--- config.mk ---
export PLATFORM = sky130hd
export DESIGN_NAME = cntr_incr_arbiter
export DESIGN_NICKNAME = d
export VERILOG_FILES = /design/src/rtl/agc_timing_pkg.sv /design/src/rtl/tp_counter.sv /design/src/rtl/cntr_incr_arbiter.sv
export SDC_FILE = /design/constraint.sdc
export NUM_CORES = 1
export LEC_CHECK = 0
export BUFFER_PORTS_ARGS = -buffer_cell sky130_fd_sc_hd__buf_2
export CAP_MARGIN = 20
export CORE_ASPECT_RATIO = 1.4
export CORE_UTILIZATION = 51
export CTS_CLUSTER_DIAMETER = 150
export DETAILED_ROUTE_END_ITERATION = 8
export PLACE_DENSITY = 0.82
export SLEW_MARGIN = 20
export SYNTH_ARGS = -nofsm -noshare
export SYNTH_HDL_FRONTEND = slang
export SYNTH_HIERARCHICAL = 1
export SYNTH_SLANG_ARGS = --single-unit
--- constraint.sdc ---
create_clock -name clk -period 2.1 [get_ports clk]
set_input_delay 0.42 -clock clk [delete_from_list [all_inputs] [get_ports clk]]
set_output_delay 0.42 -clock clk [all_outputs]
set_load 0.01 [all_outputs]
--- src/rtl/agc_timing_pkg.sv ---
`default_nettype none
// +----------------------------------------------------------------------------+
// | agc_timing_pkg                                                             |
// | Shared memory-cycle timing constants, FSM states and priority encoder.     |
// | Rev 1.0                                                                    |
// +----------------------------------------------------------------------------+
package agc_timing_pkg;

  localparam int TP_N_DEF = 12;

  typedef enum logic [1:0] {
    IDLE  = 2'd0,
    REQ   = 2'd1,
    SERVE = 2'd2
  } arb_state_t;

  // Lowest set bit wins; an all-zero vector returns 0.
  function automatic int unsigned first_set_idx(input logic [31:0] vec);
    int unsigned idx;
    idx = 0;
    for (int i = 31; i >= 0; i--) begin
      if (vec[i]) idx = i;
    end
    return idx;
  endfunction

endpackage
`default_nettype wire

--- src/rtl/tp_counter.sv ---
`default_nettype none
// +----------------------------------------------------------------------------+
// | tp_counter                                                                 |
// | Free-running timepulse counter 1..TP_N, wrapping TP_N back to 1.           |
// | Rev 1.0                                                                    |
// +----------------------------------------------------------------------------+
module tp_counter #(
  parameter int TP_N = 12,
  parameter int TP_W = $clog2(TP_N + 1)
) (
  input  logic            clk,
  input  logic            rst,
  output logic [TP_W-1:0] tp
);

  always_ff @(posedge clk or posedge rst) begin
    if (rst) begin
      tp <= TP_W'(1);
    end else if (tp == TP_W'(TP_N)) begin
      tp <= TP_W'(1);
    end else begin
      tp <= tp + TP_W'(1);
    end
  end

endmodule
`default_nettype wire

--- src/rtl/cntr_incr_arbiter.sv ---
`default_nettype none
// +----------------------------------------------------------------------------+
// | cntr_incr_arbiter                                                          |
// | Edge-detects scaler requests and grants one counter cycle per memory cycle.|
// | Rev 1.0                                                                    |
// +----------------------------------------------------------------------------+
module cntr_incr_arbiter
  import agc_timing_pkg::*;
#(
  parameter int NREQ  = 6,
  parameter int TP_N  = TP_N_DEF,
  parameter int IDX_W = $clog2(NREQ),
  parameter int TP_W  = $clog2(TP_N + 1)
) (
  input  logic             clk,
  input  logic             rst,
  input  logic [NREQ-1:0]  stage_pulse,
  input  logic             inhibit,
  input  logic             inc_ack,
  output logic [TP_W-1:0]  tp,
  output logic             inc_req,
  output logic [IDX_W-1:0] inc_sel,
  output logic             inc_busy,
  output logic [NREQ-1:0]  pending,
  output logic             overflow_err
);

  arb_state_t      r_state;
  logic [NREQ-1:0] r_prev;
  logic [NREQ-1:0] w_set;
  logic [NREQ-1:0] w_clr;
  logic [NREQ-1:0] w_lost;
  logic            w_last_tp;
  logic            w_grant;

  tp_counter #(
    .TP_N (TP_N),
    .TP_W (TP_W)
  ) u_tp_counter (
    .clk (clk),
    .rst (rst),
    .tp  (tp)
  );

  assign w_last_tp = (tp == TP_W'(TP_N));
  assign w_grant   = (r_state == REQ) && w_last_tp && inc_ack;
  assign w_set     = stage_pulse & ~r_prev;
  assign w_clr     = w_grant ? (NREQ'(1) << inc_sel) : '0;
  // A re-arrival on a bit being cleared this cycle simply re-arms it.
  assign w_lost    = w_set & pending & ~w_clr;

  always_ff @(posedge clk or posedge rst) begin
    if (rst) begin
      r_prev       <= '0;
      pending      <= '0;
      overflow_err <= 1'b0;
    end else begin
      r_prev       <= stage_pulse;
      pending      <= (pending & ~w_clr) | w_set;
      overflow_err <= |w_lost;
    end
  end

  always_ff @(posedge clk or posedge rst) begin
    if (rst) begin
      r_state  <= IDLE;
      inc_req  <= 1'b0;
      inc_sel  <= '0;
      inc_busy <= 1'b0;
    end else begin
      case (r_state)
        IDLE: begin
          if (|pending && !inhibit) begin
            r_state <= REQ;
            inc_req <= 1'b1;
            inc_sel <= IDX_W'(first_set_idx(32'(pending)));
          end
        end
        REQ: begin
          // inc_sel stays frozen; later, higher-priority arrivals wait.
          if (w_grant) begin
            r_state  <= SERVE;
            inc_req  <= 1'b0;
            inc_busy <= 1'b1;
          end
        end
        SERVE: begin
          if (w_last_tp) begin
            r_state  <= IDLE;
            inc_busy <= 1'b0;
          end
        end
        default: begin
          r_state  <= IDLE;
          inc_req  <= 1'b0;
          inc_busy <= 1'b0;
        end
      endcase
    end
  end

endmodule
`default_nettype wire

==> summary.txt <==
Pwr
  – Power Density: 866 nW/um^2
  – Peak supply drop: 0.000560 V
  – LEAKAGE: 0.629 nW
  – Overall Power: 0.00114 W

Floorplan
  – Site Rows: 19
  – Area of the core: 2000 sq um
  – Die ar.: 2360 sq um
  – Die height: 57.1 microns
  – Io pins: 26
  – Starting Density: 0.553
  – Die width: 41.3 microns

STA
  – Measured slew at the worst slew-check pin: 0.725 ns
  – Worst clock skew: 0.00600 ns
  – Slew Viols, Final: 0
  – RSZ-0062 raised after global routing: no
  – Rel. slew slack: 0.516
  – Hold WS: 0.207 ns
  – Fin. Hold Viols: 0
  – Setup_tns: 0 ns
  – Final setup vio count: 0
  – Final period util: 0.867
  – Period minus WS final: 1.82 ns
  – Max Fclk: 549 MHz

Routing
  – Antenna-violating nets left: 0
  – Drt first-iter violations: 30
  – Drt total wl: 2180 microns
  – First drt pass iteration count: 4
  – Vias: 917
  – Avg WL per Cell: 13.9 microns
  – Vias per cell: 5.84
  – DRC Markers: 0

Place
  – Port buffer count: 25
  – DP Area: 1250 sq um
  – Routability Congestion: 0.944
  – Dpl cells: 152
  – DP HPWL: 1700 microns

CTS
  – CTS buffer count: 3
  – H-tree depth: 1
  – CTS Hold Buffers Added: 1
  – Post_cts resized: 0
  – CTS tree: yes
  – Clk_lat worst skew: 0.32 ns
  – Clk buf depth: 2
  – Clk slew on worst S/H paths: 0.13 ns
  – CTS Sinks: 24
  – Post-CTS setup buffers: 0
  – CTS root buffer: clkbuf_4

GRT
  – Tot GR Track Use: 0.216
  – Total gr overflow: 0
  – Initial antenna violation count: 0
  – Pin count of the biggest net entering global routing: 21
  – Vias in the first global route: 873
  – First-pass GRT wire length: 3480 microns

Status
  – Status: complete, no violations

Logic synthesis
  – Post-synthesis cell count: 107
  – Top-area cell type share of the netlist area: 0.521
  – Synth unique cells: 41
  – Syn_nets: 119
  – Syn Area/Cell: 10.3 sq um
  – Async set-or-reset flop fraction in the synthesized netlist: 1.00
  – Top post-synthesis cells by area: dfrtp_1 52%, o21ai_0 4.5%, inv_1 3.4%
  – Post-synth top area cell: dfrtp_1
  – Dominant synthesized flop cell: dfrtp_1
  – Post-synth EDFFs: 0
  – Synth Register Bits: 24
  – Seq/Total Area, Yosys: 0.545
  – Ys Warns: 6
  – Mapped Area: 1100 sq um

Setup path
  – Crit-path max FO: 6
  – Worst reg2reg path depth: 5
  – Startpoint Class: flop
  – Required @ worst endpoint: 2.30 ns
  – CP Capture Type: flop
  – Reg-to-Reg End: overflow_err
  – Critical path class: reg2reg
  – R2r setup slk: 0.28 ns
  – Critical R2R Launch: u_tp_counter/tp[1]
  – CP arrival: 2.02 ns

Flow run
  – Max cap viols: 0

Finish
  – Commonest non-fill, non-tap cells in the layout: 25 x buf_2, 23 x dfrtp_1, 10 x o21ai_0, 10 x inv_1, 9 x nand2_1
  – Commonest non-fill, non-tap cell in the layout: buf_2
  – Area growth syn-to-layout: 19.0%
  – Inserted Diodes: 0
  – Proportion of layout cells with a drive suffix above 1: 0.287
  – Final #Nets: 149
  – Final std cells w/o fill: 157
  – Fill count: 164
  – Post-route cell area: 1320 sq um

Hold path
  – Worst hold path stage count: 1
  – Critical hold path startpoint: stage_pulse[4]
  – Worst Hold Class: in2reg
  – Hold endpoint: r_prev[4]
==> registers in the layout, indices dropped and copies added, names as in the netlist <==
| name | flops |
|---|---|
| pending | 6 |
| r_prev | 6 |
| u_tp_counter/tp | 4 |
| inc_sel | 3 |
| r_state | 2 |
| inc_busy | 1 |
| inc_req | 1 |
| overflow_err | 1 |
==> power breakdown <==
| group | switching (W) | total [W] | internal [W] | leakage [nW] |
|---|---|---|---|---|
| Sequential | 0.0000760 | 0.000598 | 0.000522 | 0.271 |
| Clock | 0.000135 | 0.000328 | 0.000193 | 0.0279 |
| Combinational | 0.000117 | 0.000212 | 0.0000948 | 0.331 |
| Total | 0.000328 | 0.00114 | 0.000810 | 0.629 |
==> worst max path at each step <==
stage / start / endpoint / slack (ns) / depth (start not counted)
after floorplan: u_tp_counter/tp[1] / overflow_err / 0.35 / 5
after global placement: u_tp_counter/tp[1] / overflow_err / 0.35 / 5
after detailed placement: u_tp_counter/tp[1] / overflow_err / 0.27 / 5
after CTS: u_tp_counter/tp[1] / overflow_err / 0.26 / 5
after global routing: u_tp_counter/tp[1] / overflow_err / 0.18 / 5
final: u_tp_counter/tp[1] / overflow_err / 0.28 / 5
==> synthesized netlist by cell type, types with 2 or more instances <==
master / instances
nand2_1: 9
inv_1: 10
nor3_1: 2
nor2b_1: 2
a22o_1: 2
nor2_1: 8
ha_1: 2
a21oi_1: 4
and3b_1: 2
dfrtp_1: 23
nand2b_1: 4
o21ai_0: 10
==> stage by stage <==
step / setup WS, ns / utilization
2_1_floorplan: 0.351 / -
3_3_place_gp: 0.354 / 0.627
3_5_place_dp: 0.270 / 0.627
4_1_cts: 0.255 / 0.659
5_1_grt: 0.179 / 0.659
6_report: 0.279 / 0.659
==> metal layers <==
layer,global-route usage,wire length (microns),vias up
met1,0.257,874,448
met5,0,0,-
met4,0.0968,44,0
met3,0.0233,82,5
li1,-,-,433
met2,0.366,1180,31
==> cell type report <==
| class | count | area, sq um | share of cell area |
|---|---|---|---|
| well taps | 21 | 26.3 | 0.0200 |
| clock inverters | 1 | 30.0 | 0.0228 |
| multi-input cells | 72 | 462 | 0.351 |
| clock buffers | 3 | 22.5 | 0.0171 |
| inverters | 10 | 37.5 | 0.0285 |
| repair buffers | 26 | 135 | 0.103 |
| flip-flops and latches | 24 | 602 | 0.458 |
==> critical path, cell delays in order, from the launching register on <==
cell and delay, ns:
dfrtp_1 0.45, and4bb_2 0.36, nand2_2 0.08, or4_4 0.48, a41oi_1 0.21, o211ai_1 0.13
==> cells by family after synthesis <==
logic type	share of synthesized area
compound gates	0.152
buf+inv	0.0374
flops	0.545
mux	0.0193
simple gates	0.224
fa+ha+maj	0.0226
No activity file was read; power rests on OpenSTA's default activity.
